==> src/rtl/icache_responder.sv <==
// Direct-mapped, read-only instruction cache with one-word frames.
// Hits are answered combinationally in IDLE; a miss parks the block in FETCH
// until the memory controller drops iwait, then the frame is refilled.
//
// state | meaning
// IDLE  | look up the request; answer hits, start a fill on a miss
// FETCH | single-word fill outstanding, waiting for iwait to drop
module icache_responder #(
  parameter int NFRAMES = 16,
  parameter int IDX_W   = 4,
  parameter int CNT_W   = 16
) (
  input  logic             CLK,
  input  logic             nRST,
  input  logic             halt,
  input  logic             imemREN,
  input  logic [31:0]      imemaddr,
  output logic             ihit,
  output logic [31:0]      imemload,
  input  logic             iwait,
  input  logic [31:0]      iload,
  output logic             iREN,
  output logic [31:0]      iaddr,
  output logic [CNT_W-1:0] hit_cnt,
  output logic [CNT_W-1:0] miss_cnt
);

  localparam int TAG_W = 32 - IDX_W - 2;

  typedef enum logic {
    IDLE  = 1'b0,
    FETCH = 1'b1
  } state_e;

  state_e             state_q, state_d;
  logic [NFRAMES-1:0] valid_q;
  logic [TAG_W-1:0]   tag_q  [NFRAMES];
  logic [31:0]        data_q [NFRAMES];
  logic [TAG_W-1:0]   miss_tag_q;
  logic [IDX_W-1:0]   miss_idx_q;
  logic [CNT_W-1:0]   hit_cnt_q, miss_cnt_q;

  logic [IDX_W-1:0]   req_idx;
  logic [TAG_W-1:0]   req_tag;
  logic               frame_valid;
  logic               lookup_hit;
  logic               start_miss;
  logic               fill;

  // Byte offset is irrelevant for word fetches.
  logic unused_offset;
  assign unused_offset = ^imemaddr[1:0];

  assign req_idx     = imemaddr[IDX_W+1:2];
  assign req_tag     = imemaddr[31:IDX_W+2];
  assign frame_valid = valid_q[req_idx];
  assign lookup_hit  = frame_valid && (tag_q[req_idx] == req_tag);
  assign imemload    = frame_valid ? data_q[req_idx] : 32'h0;
  assign hit_cnt     = hit_cnt_q;
  assign miss_cnt    = miss_cnt_q;

  // Next-state and handshake outputs; hits are only ever reported from IDLE.
  always_comb begin
    state_d    = state_q;
    ihit       = 1'b0;
    iREN       = 1'b0;
    iaddr      = 32'h0;
    start_miss = 1'b0;
    fill       = 1'b0;
    case (state_q)
      IDLE: begin
        if (imemREN && !halt) begin
          if (lookup_hit) begin
            ihit = 1'b1;
          end else begin
            start_miss = 1'b1;
            state_d    = FETCH;
          end
        end
      end
      FETCH: begin
        iREN  = 1'b1;
        iaddr = {miss_tag_q, miss_idx_q, 2'b00};
        if (!iwait) begin
          fill    = 1'b1;
          state_d = IDLE;
        end
      end
      default: state_d = IDLE;
    endcase
  end

  // State register.
  always_ff @(posedge CLK or negedge nRST) begin
    if (!nRST) begin
      state_q <= IDLE;
    end else begin
      state_q <= state_d;
    end
  end

  // Frame storage; a fill overwrites whatever occupied the latched frame.
  always_ff @(posedge CLK or negedge nRST) begin
    if (!nRST) begin
      valid_q <= '0;
      for (int i = 0; i < NFRAMES; i++) begin
        tag_q[i]  <= '0;
        data_q[i] <= '0;
      end
    end else if (fill) begin
      valid_q[miss_idx_q] <= 1'b1;
      tag_q[miss_idx_q]   <= miss_tag_q;
      data_q[miss_idx_q]  <= iload;
    end
  end

  // Miss address is captured once so the fill ignores later address changes.
  always_ff @(posedge CLK or negedge nRST) begin
    if (!nRST) begin
      miss_tag_q <= '0;
      miss_idx_q <= '0;
    end else if (start_miss) begin
      miss_tag_q <= req_tag;
      miss_idx_q <= req_idx;
    end
  end

  // Saturating performance counters.
  always_ff @(posedge CLK or negedge nRST) begin
    if (!nRST) begin
      hit_cnt_q  <= '0;
      miss_cnt_q <= '0;
    end else begin
      if (ihit && (hit_cnt_q != '1)) begin
        hit_cnt_q <= hit_cnt_q + CNT_W'(1);
      end
      if (start_miss && (miss_cnt_q != '1)) begin
        miss_cnt_q <= miss_cnt_q + CNT_W'(1);
      end
    end
  end

endmodule

==> config.mk <==
export PLATFORM = sky130hd
export DESIGN_NAME = icache_responder
export DESIGN_NICKNAME = d
export VERILOG_FILES = /design/src/rtl/icache_responder.sv
export SDC_FILE = /design/constraint.sdc
export NUM_CORES = 1
export LEC_CHECK = 0
export ABC_CLOCK_PERIOD_IN_PS = 7600
export CORE_AREA = 3 3 434 221
export DETAILED_ROUTE_END_ITERATION = 10
export DIE_AREA = 0 0 437 224
export PLACE_DENSITY = 0.7
export SYNTH_ARGS = -nofsm -noshare
export SYNTH_HDL_FRONTEND = slang
export SYNTH_SLANG_ARGS = --single-unit
==> constraint.sdc <==
create_clock -name CLK -period 7.6 [get_ports CLK]
set_input_delay 1.52 -clock CLK [delete_from_list [all_inputs] [get_ports CLK]]
set_output_delay 1.52 -clock CLK [all_outputs]
set_load 0.01 [all_outputs]
# Word-level counts from Yosys, hierarchy flattened
# Cells that the tools add are included.
# totals
ff_bits	1007
inputBits	69
output_inout_bits	98
wordCells	89
# op_classes
addsub	2
magnitude_cmp	6
n_eq_ne	3
mux	29
bitwise_logic	4
n_reduce_logical	7
# ops
cell	n
bitwise mux 512 bit	1
bitwise mux 416 bit	1
two-way mux 32 bit	5
binary-select mux 32 bit (select 4 bit)	1
demux 32 bit (select 4 bit)	1
binary-select mux 26 bit (select 4 bit)	1
demux 26 bit (select 4 bit)	1
two-way mux 26 bit	3
adder 16 x 1 -> 16 bit (second input constant)	2
!= test 16 bit (second input constant)	2
== test 26 bit	1
OR 16 bit	1
two-way mux 1 bit	12
greater-or-equal comparator 5 bit (second input constant)	2
< comparator 4 x 5 -> 1 bit (second input constant)	2
inverter 4 -> 5 bit	2
logical AND 1 bit	6
< comparator 5 x 1 -> 1 bit (second input constant)	1
binary-select mux 1 bit (select 4 bit)	1
demux 1 bit (select 4 bit)	1
greater-or-equal comparator 4 x 1 -> 1 bit (second input constant)	1
one-hot mux 1 bit (2 select lines)	1
zero test 1 bit	1
inverter 1 bit	1

# Longest topological paths before layout
# Gate-level depths: netlist (run 1).
# logic_depth
word_depth	10
mapped_depth	16

# Least setup slack after synthesis (run 1)
# OpenSTA, ideal clock, no wires.
# synth_timing
path_kind	input to output
start	input imemaddr[2]
end	output imemload[11]
arrival_ns	4.103
path_slack_ns	1.977
cell_stages	7
n_path_buf	4
path_cell_list	buf_6 -> buf_2 -> buf_1 -> buf_1 -> mux4_2 -> mux4_2 -> nor2b_1
# synth_between
elab_chain_cells	5
word_cells_on_any_way	7
cone_classes	6 x mux; 1 x bitwise
# synth_lines
element	line	source
start: declaration	17	input logic [31:0] imemaddr,
inverter 4 -> 5 bit (implied by the code)	58	assign imemload = frame_valid ? data_q[req_idx] : 32'h0;
binary-select mux 32 bit (select 4 bit)	58	
two-way mux 32 bit (implied by the code) (2 in series)	58	
two-way mux 32 bit *	58	
end: declaration	19	output logic [31:0] imemload,
# Every way passes the cells marked *; elsewhere a longest branch is shown, timed or not. The select of a mux whose other input is x is not followed.

# Final worst setup path (run 1)
# layout_timing
start	input imemaddr[2]
end	output ihit
# layout_between
elab_chain_cells	9
word_cells_on_any_way	11
cone_classes	1 x eq/ne; 8 x mux; 1 x bitwise; 1 x reduce/logical
# layout_lines
element	line	source
inverter 4 -> 5 bit (implied by the code)	57	assign lookup_hit = frame_valid && (tag_q[req_idx] == req_tag);
binary-select mux 26 bit (select 4 bit)	57	
two-way mux 26 bit (implied by the code) (2 in series)	57	
== test 26 bit	57	
logical AND 1 bit *	57	
two-way mux 1 bit *	73	if (lookup_hit) begin
two-way mux 1 bit *	72	if (imemREN && !halt) begin
two-way mux 1 bit *	70	case (state_q)
end: declaration	18	output logic ihit,
# Marked as above.

==> results of run 1 <==
==> worst register-to-register path, cell delays in order, from the launching register on <==
cell	delay [ns]
dfrtp_1	1.01
nor2b_1	0.42
nor3b_1	0.90
and3_4	1.08
buf_4	0.53
mux2_2	0.39
==> synth_stat cells, types with 3 or more instances <==
library cell | count | share of area [%]
dfrtp_1 | 1007 | 55
and3_1 | 8 | 0.11
a221oi_1 | 8 | 0.15
o22ai_1 | 5 | 0.068
xor2_1 | 24 | 0.46
nor3_1 | 14 | 0.15
a22o_1 | 5 | 0.095
xnor2_1 | 34 | 0.65
or2_2 | 6 | 0.081
a22oi_1 | 17 | 0.28
mux2i_1 | 77 | 1.7
buf_4 | 13 | 0.21
buf_2 | 13 | 0.14
nor2_1 | 20 | 0.16
o21ai_0 | 12 | 0.13
nand2_1 | 49 | 0.40
nand4_1 | 12 | 0.16
nor2b_1 | 43 | 0.58
o21a_1 | 3 | 0.049
and2_1 | 37 | 0.50
nand2b_1 | 18 | 0.24
a21oi_1 | 4 | 0.043
buf_6 | 9 | 0.22
clkbuf_1 | 125 | 1.0
mux4_1 | 17 | 0.97
mux2_2 | 971 | 24
buf_12 | 5 | 0.22
nor4_1 | 4 | 0.054
or4_1 | 3 | 0.049
o2111ai_1 | 3 | 0.057
nand3_1 | 15 | 0.16
mux4_2 | 222 | 11
buf_1 | 83 | 0.68
nor4b_1 | 4 | 0.076
inv_1 | 7 | 0.057
==> layout by cell type, fill, tap and decap left out, types with 17 or more instances in the layout <==
cell type / Yosys / layout
clkdlybuf4s50_1: 0 / 157
xnor2_1: 34 / 34
nor2_1: 20 / 19
mux4_2: 222 / 222
nand2_1: 49 / 39
mux2_2: 971 / 971
mux2i_1: 77 / 77
nor2b_1: 43 / 41
buf_4: 13 / 39
xor2_1: 24 / 24
mux4_1: 17 / 17
and2_1: 37 / 37
clkbuf_16: 0 / 91
clkbuf_8: 0 / 21
clkbuf_1: 125 / 19
a22oi_1: 17 / 17
nand2b_1: 18 / 18
dfrtp_1: 1007 / 1007
==> flip-flops by register name (all words and copies together) (netlist names) <==
register and count:
tag_q 416, state_q 1, miss_tag_q 26, data_q 512, valid_q 16, miss_cnt 16, hit_cnt 16, miss_idx_q 4
==> stage by stage <==
step	utilization (%)	setup WS, ns
after floorplan	-	1.977
after global placement	52.71	0.8983
after detailed placement	52.71	0.8649
after CTS	56.30	0.8674
after global routing	56.30	0.6771
final	56.30	0.9869
==> worst max-delay path by stage <==
stage / to / slack, ns / cells past startpoint
6_report: ihit / 0.99 / 9
5_1_grt: ihit / 0.68 / 9
4_1_cts: ihit / 0.87 / 9
3_5_place_dp: ihit / 0.86 / 9
3_3_place_gp: ihit / 0.90 / 9
2_1_floorplan: imemload[11] / 1.98 / 7
==> report_power, final <==
part	switching (uW)	total [uW]	internal, uW
Sequential	1020	8210	7190
Combinational	1310	3800	2490
Clock	2100	5070	2980
==> kinds of logic (layout without fill, tap and decap cells) <==
kind of cell	count (synthesis)	in the layout	share of synthesized area, %
AO/OA/AOI/OAI	72	72	1.162
multiplexers	1289	1289	37.27
adder cells (fa/ha/maj)	2	2	0.05429
flip-flops	1007	1007	54.68
other	1	4	0.008138
XOR/XNOR	58	58	1.102
AND/OR/NAND/NOR	254	254	3.171
buffers and inverters	256	389	2.550
==> per-layer routing <==
| metal | up-vias | global-route usage (%) |
|---|---|---|
| met1 | 13992 | 31.23 |
| met3 | 189 | 4.233 |
| met2 | 520 | 37.59 |
| met5 | - | 0 |
| li1 | 11005 | - |
| met4 | 2 | 6.389 |
==> area by class of cell <==
class	instances	area, um2
Tap cell	1255	1570
Antenna cell	2	5.005
Multi-Input combinational cell	1677	19830
Clock inverter	39	679.4
Clock buffer	131	2638
Fill cell	7348	40430
Inverter	8	30.03
Timing Repair Buffer	211	2141
Sequential cell	1007	25200
==> impl_metrics.yaml, run 1 <==
synth:
  synth-edff-count: 0
  syn_inst: 2939
  syn_avg_cell_area_um2: 15.68
  ys.flop_type: "dfrtp_1"
  yosysWarnings: 0
  ys_seq_area_share_pct: 54.68
  synthArstFlopShare_pct: 100.0
  synth-seq-cells: 1007
  netlist_area_um2: 46080
  synth_cell_types: 69
setup_path:
  r2r_end: "data_q[122]"
  critical_path.slowest_cell: "o41ai_1"
  crit_family: "buffers and inverters"
  cpPeakStageDelay_ns: 0.75
  crit_type: "input port to output pin"
  required_ns: 6.08
  cp_cell_sequence: "buf_8 > nor2_1 > a221oi_1 > xor2_1 > o41ai_1 > nand4b_1 > nor4_1 > buf_4 > clkdlybuf4s50_1"
  cp_max_fo: 53
  crit_arrival_ns: 5.09
  rr_startpoint: "state_q"
  r2r_setup_slack_ns: 3.15
  critPathLaunch: "imemaddr[2]"
  cp-start-kind: "input port"
  crit_path_end_kind: "output pin"
  r2r_cells: 5
  crit_buf_inv: 3
routing:
  drtIter0Drc: 1785
  ant_nets: 0
  wl_per_cell_um: 25.47
  num_vias: 25708
  dr_wl_met3_mm: 4.832
  drt_first_pass_iters: 5
  top_layer_used: "met5"
  drcViolationCount: 0
  route.layer.met1.wl_mm: 48.82
  viasPerCell: 5.937
  routed-wl-met2_mm: 53.63
  wl_mm: 110.3
die:
  die_h_um: 224
  fp.dieW_um: 437
  initial_utilization_pct: 49.81
  num_rows: 79
  dieArea_um2: 97890
  coreArea_um2: 92520
  io-pin-count: 167
finish:
  syn_to_final_growth_pct: 13.04
  finalNonFillerCells: 4330
  drive_gt1_share_pct: 46.53
  final_area_um2: 52090
  nNetsFinal: 3067
grt:
  grt_max_degree: 193
  antenna_found_initial: 3
  overflow: 0
  grt_pass1_wl_mm: 170.6
  grt_pass1_vias: 27462
  grt_use_total_pct: 22.78
clocking:
  cts_setup_buffers: 0
  cts.path.max_buffers: 3
  clk_pin_slew_ns: 0.06
  htreeDepth: 3
  clock_latency_ns: 0.69
  cts_resized: 0
  clock-sinks: 1007
  cts_hold_buf: 0
  cts-root-buf: "clkbuf_16"
  numCtsBuffers: 91
  cts_tree: "built"
sta:
  fin_tns_setup_ns: 0
  slew_headroom_pct: 25.04
  whs_ns: 0.4632
  drv_slew: 0
  rsz0062_at_grt: "no"
  setup_viol: 0
  skew_ns: 0.03307
  fin_crit_sh_pct: 87.01
  period_minus_slack_ns: 6.613
  worst_pin_slew_ns: 1.124
  fmax_ghz: 0.1512
  hold_viol: 0
placement:
  io_buffers: 162
  placed_area_um2: 48770
  routabilityCongestion: 0.7898
  dp_hpwl_mm: 60.48
  placed_cells: 4158
power:
  p_leak_uw: 0.02405
  p_per_area_nw_per_um2: 328.0
  power_uw: 17080
  peakVddDrop_mv: 0.1818
min_path:
  hold_path.class: "flip-flop to flip-flop"
  hp-start: "valid_q[6]"
  hold_end: "valid_q[6]"
  min_path_cells: 1
run_status:
  status: "complete, no violations"
flow_run:
  drv_cap: 0
Power figures use the tool's default switching activity.
==> run 2: changes to the inputs <==
Settings changed: ABC_CLOCK_PERIOD_IN_PS 7600 to 5850, PLACE_DENSITY 0.7 to 0.73.
Clock period 7.6 ns to 5.85 ns, I/O delays scaled along.
==> run 2 against run 1 <==
Clock power rose by 18%. Worst setup slack got worse by 0.72 ns. Highest routed layer unchanged. Register-to-register slack got worse by 1.0 ns. Via count rose by 0.33%. Count of clock-buffer cells in the layout rose by 3.
==> impl_metrics.yaml, run 2 (synthesized netlist as in run 1, its figures left out) <==
run_status:
  status: "complete, no violations"
clocking:
  clock_latency_ns: 0.69
  cts_tree: "built"
  cts.path.max_buffers: 3
  htreeDepth: 3
  clk_pin_slew_ns: 0.06
  cts-root-buf: "clkbuf_16"
  clock-sinks: 1007
  numCtsBuffers: 91
  cts_hold_buf: 0
sta:
  period_minus_slack_ns: 5.582
  drv_slew: 0
  hold_viol: 0
  setup_viol: 0
  fin_crit_sh_pct: 95.41
  fmax_ghz: 0.1792
  whs_ns: 0.4580
  worst_pin_slew_ns: 1.128
  slew_headroom_pct: 24.77
  skew_ns: 0.03029
  fin_tns_setup_ns: 0
die:
  die_h_um: 224
  io-pin-count: 167
  num_rows: 79
  dieArea_um2: 97890
  fp.dieW_um: 437
  initial_utilization_pct: 49.81
  coreArea_um2: 92520
grt:
  grt_max_degree: 170
  overflow: 0
  grt_pass1_wl_mm: 168.9
  grt_pass1_vias: 27406
  grt_use_total_pct: 22.53
  antenna_found_initial: 3
routing:
  drcViolationCount: 0
  drt_first_pass_iters: 5
  drtIter0Drc: 1575
  wl_mm: 109.2
  num_vias: 25794
  viasPerCell: 5.920
  wl_per_cell_um: 25.05
  ant_nets: 0
setup_path:
  cpPeakStageDelay_ns: 0.54
  crit_path_end_kind: "output pin"
  critical_path.slowest_cell: "clkdlybuf4s50_1"
  crit_arrival_ns: 4.41
  cp_cell_sequence: "buf_8 > buf_4 > mux4_2 > mux2i_1 > xnor2_1 > a211oi_1 > a31oi_1 > nand4b_1 > nor4_1 > buf_4 > clkdlybuf4s50_1"
  rr_startpoint: "tag_q[316]"
  path_common_cell: "buf_4"
  r2r_cells: 10
  crit_type: "input port to output pin"
  r2r_end: "miss_tag_q[23]"
  cp_max_fo: 34
  required_ns: 4.68
  r2r_setup_slack_ns: 2.11
  cp-start-kind: "input port"
finish:
  final_common_cell: "dfrtp_1"
  fillCellCount: 7235
  syn_to_final_growth_pct: 12.89
  drive_gt1_share_pct: 46.86
  final_cell_mix: "dfrtp_1 (1007), mux2_2 (971), mux4_2 (222)"
  largest_reg_flops: 512
  top_regs: "data_q: 512 flops, tag_q: 416 flops, miss_tag_q: 26 flops"
  top_register: "data_q"
  nNetsFinal: 3098
  utilization_pct: 56.23
placement:
  io_buffers: 162
  routabilityCongestion: 0.7772
  dp_hpwl_mm: 62.29
power:
  p_per_area_nw_per_um2: 415.5
  p_leak_uw: 0.02408
  peakVddDrop_mv: 0.2382
min_path:
  hp-start: "valid_q[9]"
  min_path_cells: 1
  hold_path.class: "flip-flop to flip-flop"
  hold_end: "valid_q[9]"
flow_run:
  drv_cap: 0
-- run 2: changes by cell type in the layout (fill, tap and decap cells not counted), moves of 3 or more --
cell        before  now
bufinv_16       16    3
buf_4           39   67
clkinv_2        12   21
clkbuf_1        19   24
buf_12          11   15
clkinvlp_4       4    1
clkbuf_8        21   18
-- run 2: repair_timing --
item / in CTS / in global routing
setup buffers: 0 / 1
resized for setup: 0 / 4
endpoints found under the hold margin: 0 / 0
endpoints found under the setup margin: 0 / 1
-- run 2: metal layers --
layer / part of all wire [%] / vias up / GRT usage [%]
li1: - / 11052 / -
met1: 45 / 14097 / 31.33
met2: 49 / 481 / 37.13
met3: 3.9 / 162 / 3.288
met4: 2.5 / 2 / 6.816
met5: 0.010 / - / 0
-- run 2: worst max path at each step --
stage | start | to | depth (start not counted) | slack (ns)
after global routing | imemaddr[2] | ihit | 11 | -0.03
final | imemaddr[3] | ihit | 11 | 0.27
after detailed placement | imemaddr[3] | ihit | 11 | 0.20
after global placement | imemaddr[2] | ihit | 11 | 0.20
after CTS | imemaddr[3] | ihit | 11 | 0.20
after floorplan | imemaddr[2] | imemload[11] | 7 | 0.93
-- run 2: through the flow --
stage / worst slack (ns) / power, uW / instance area, um2 / instances
floorplan: 0.9267 / 14180 / 46090 / 2940
global route: -0.03177 / 22720 / 52020 / 4357
CTS: 0.1956 / 21780 / 52000 / 4355
finish: 0.2684 / 21610 / 52020 / 4357
global placement: 0.1952 / 15400 / 49030 / 4188
detailed placement: 0.2000 / 15780 / 49030 / 4188
-- run 2: final cells by class --
cell class / count / area (um2) / share of cell area, %
clock buffers: 134 / 2640 / 5.075
flip-flops and latches: 1007 / 25200 / 48.44
clock inverters: 33 / 327.8 / 0.6302
repair buffers: 242 / 2420 / 4.652
multi-input cells: 1677 / 19830 / 38.12
diodes: 1 / 2.502 / 0.004810
well taps: 1255 / 1570 / 3.019
inverters: 8 / 30.03 / 0.05772
-- run 2: worst max-delay path, delay by kind of cell --
family	cells	cell delay, ns
simple gates	2	0.58
mux	2	0.69
buf+inv	4	1.29
xor+xnor	1	0.12
compound gates	2	0.52
-- run 2: where the power goes --
part | switching, uW | internal, uW
logic | 1710 | 3260
clock network | 2680 | 3290
registers | 1330 | 9340
total | 5720 | 15900
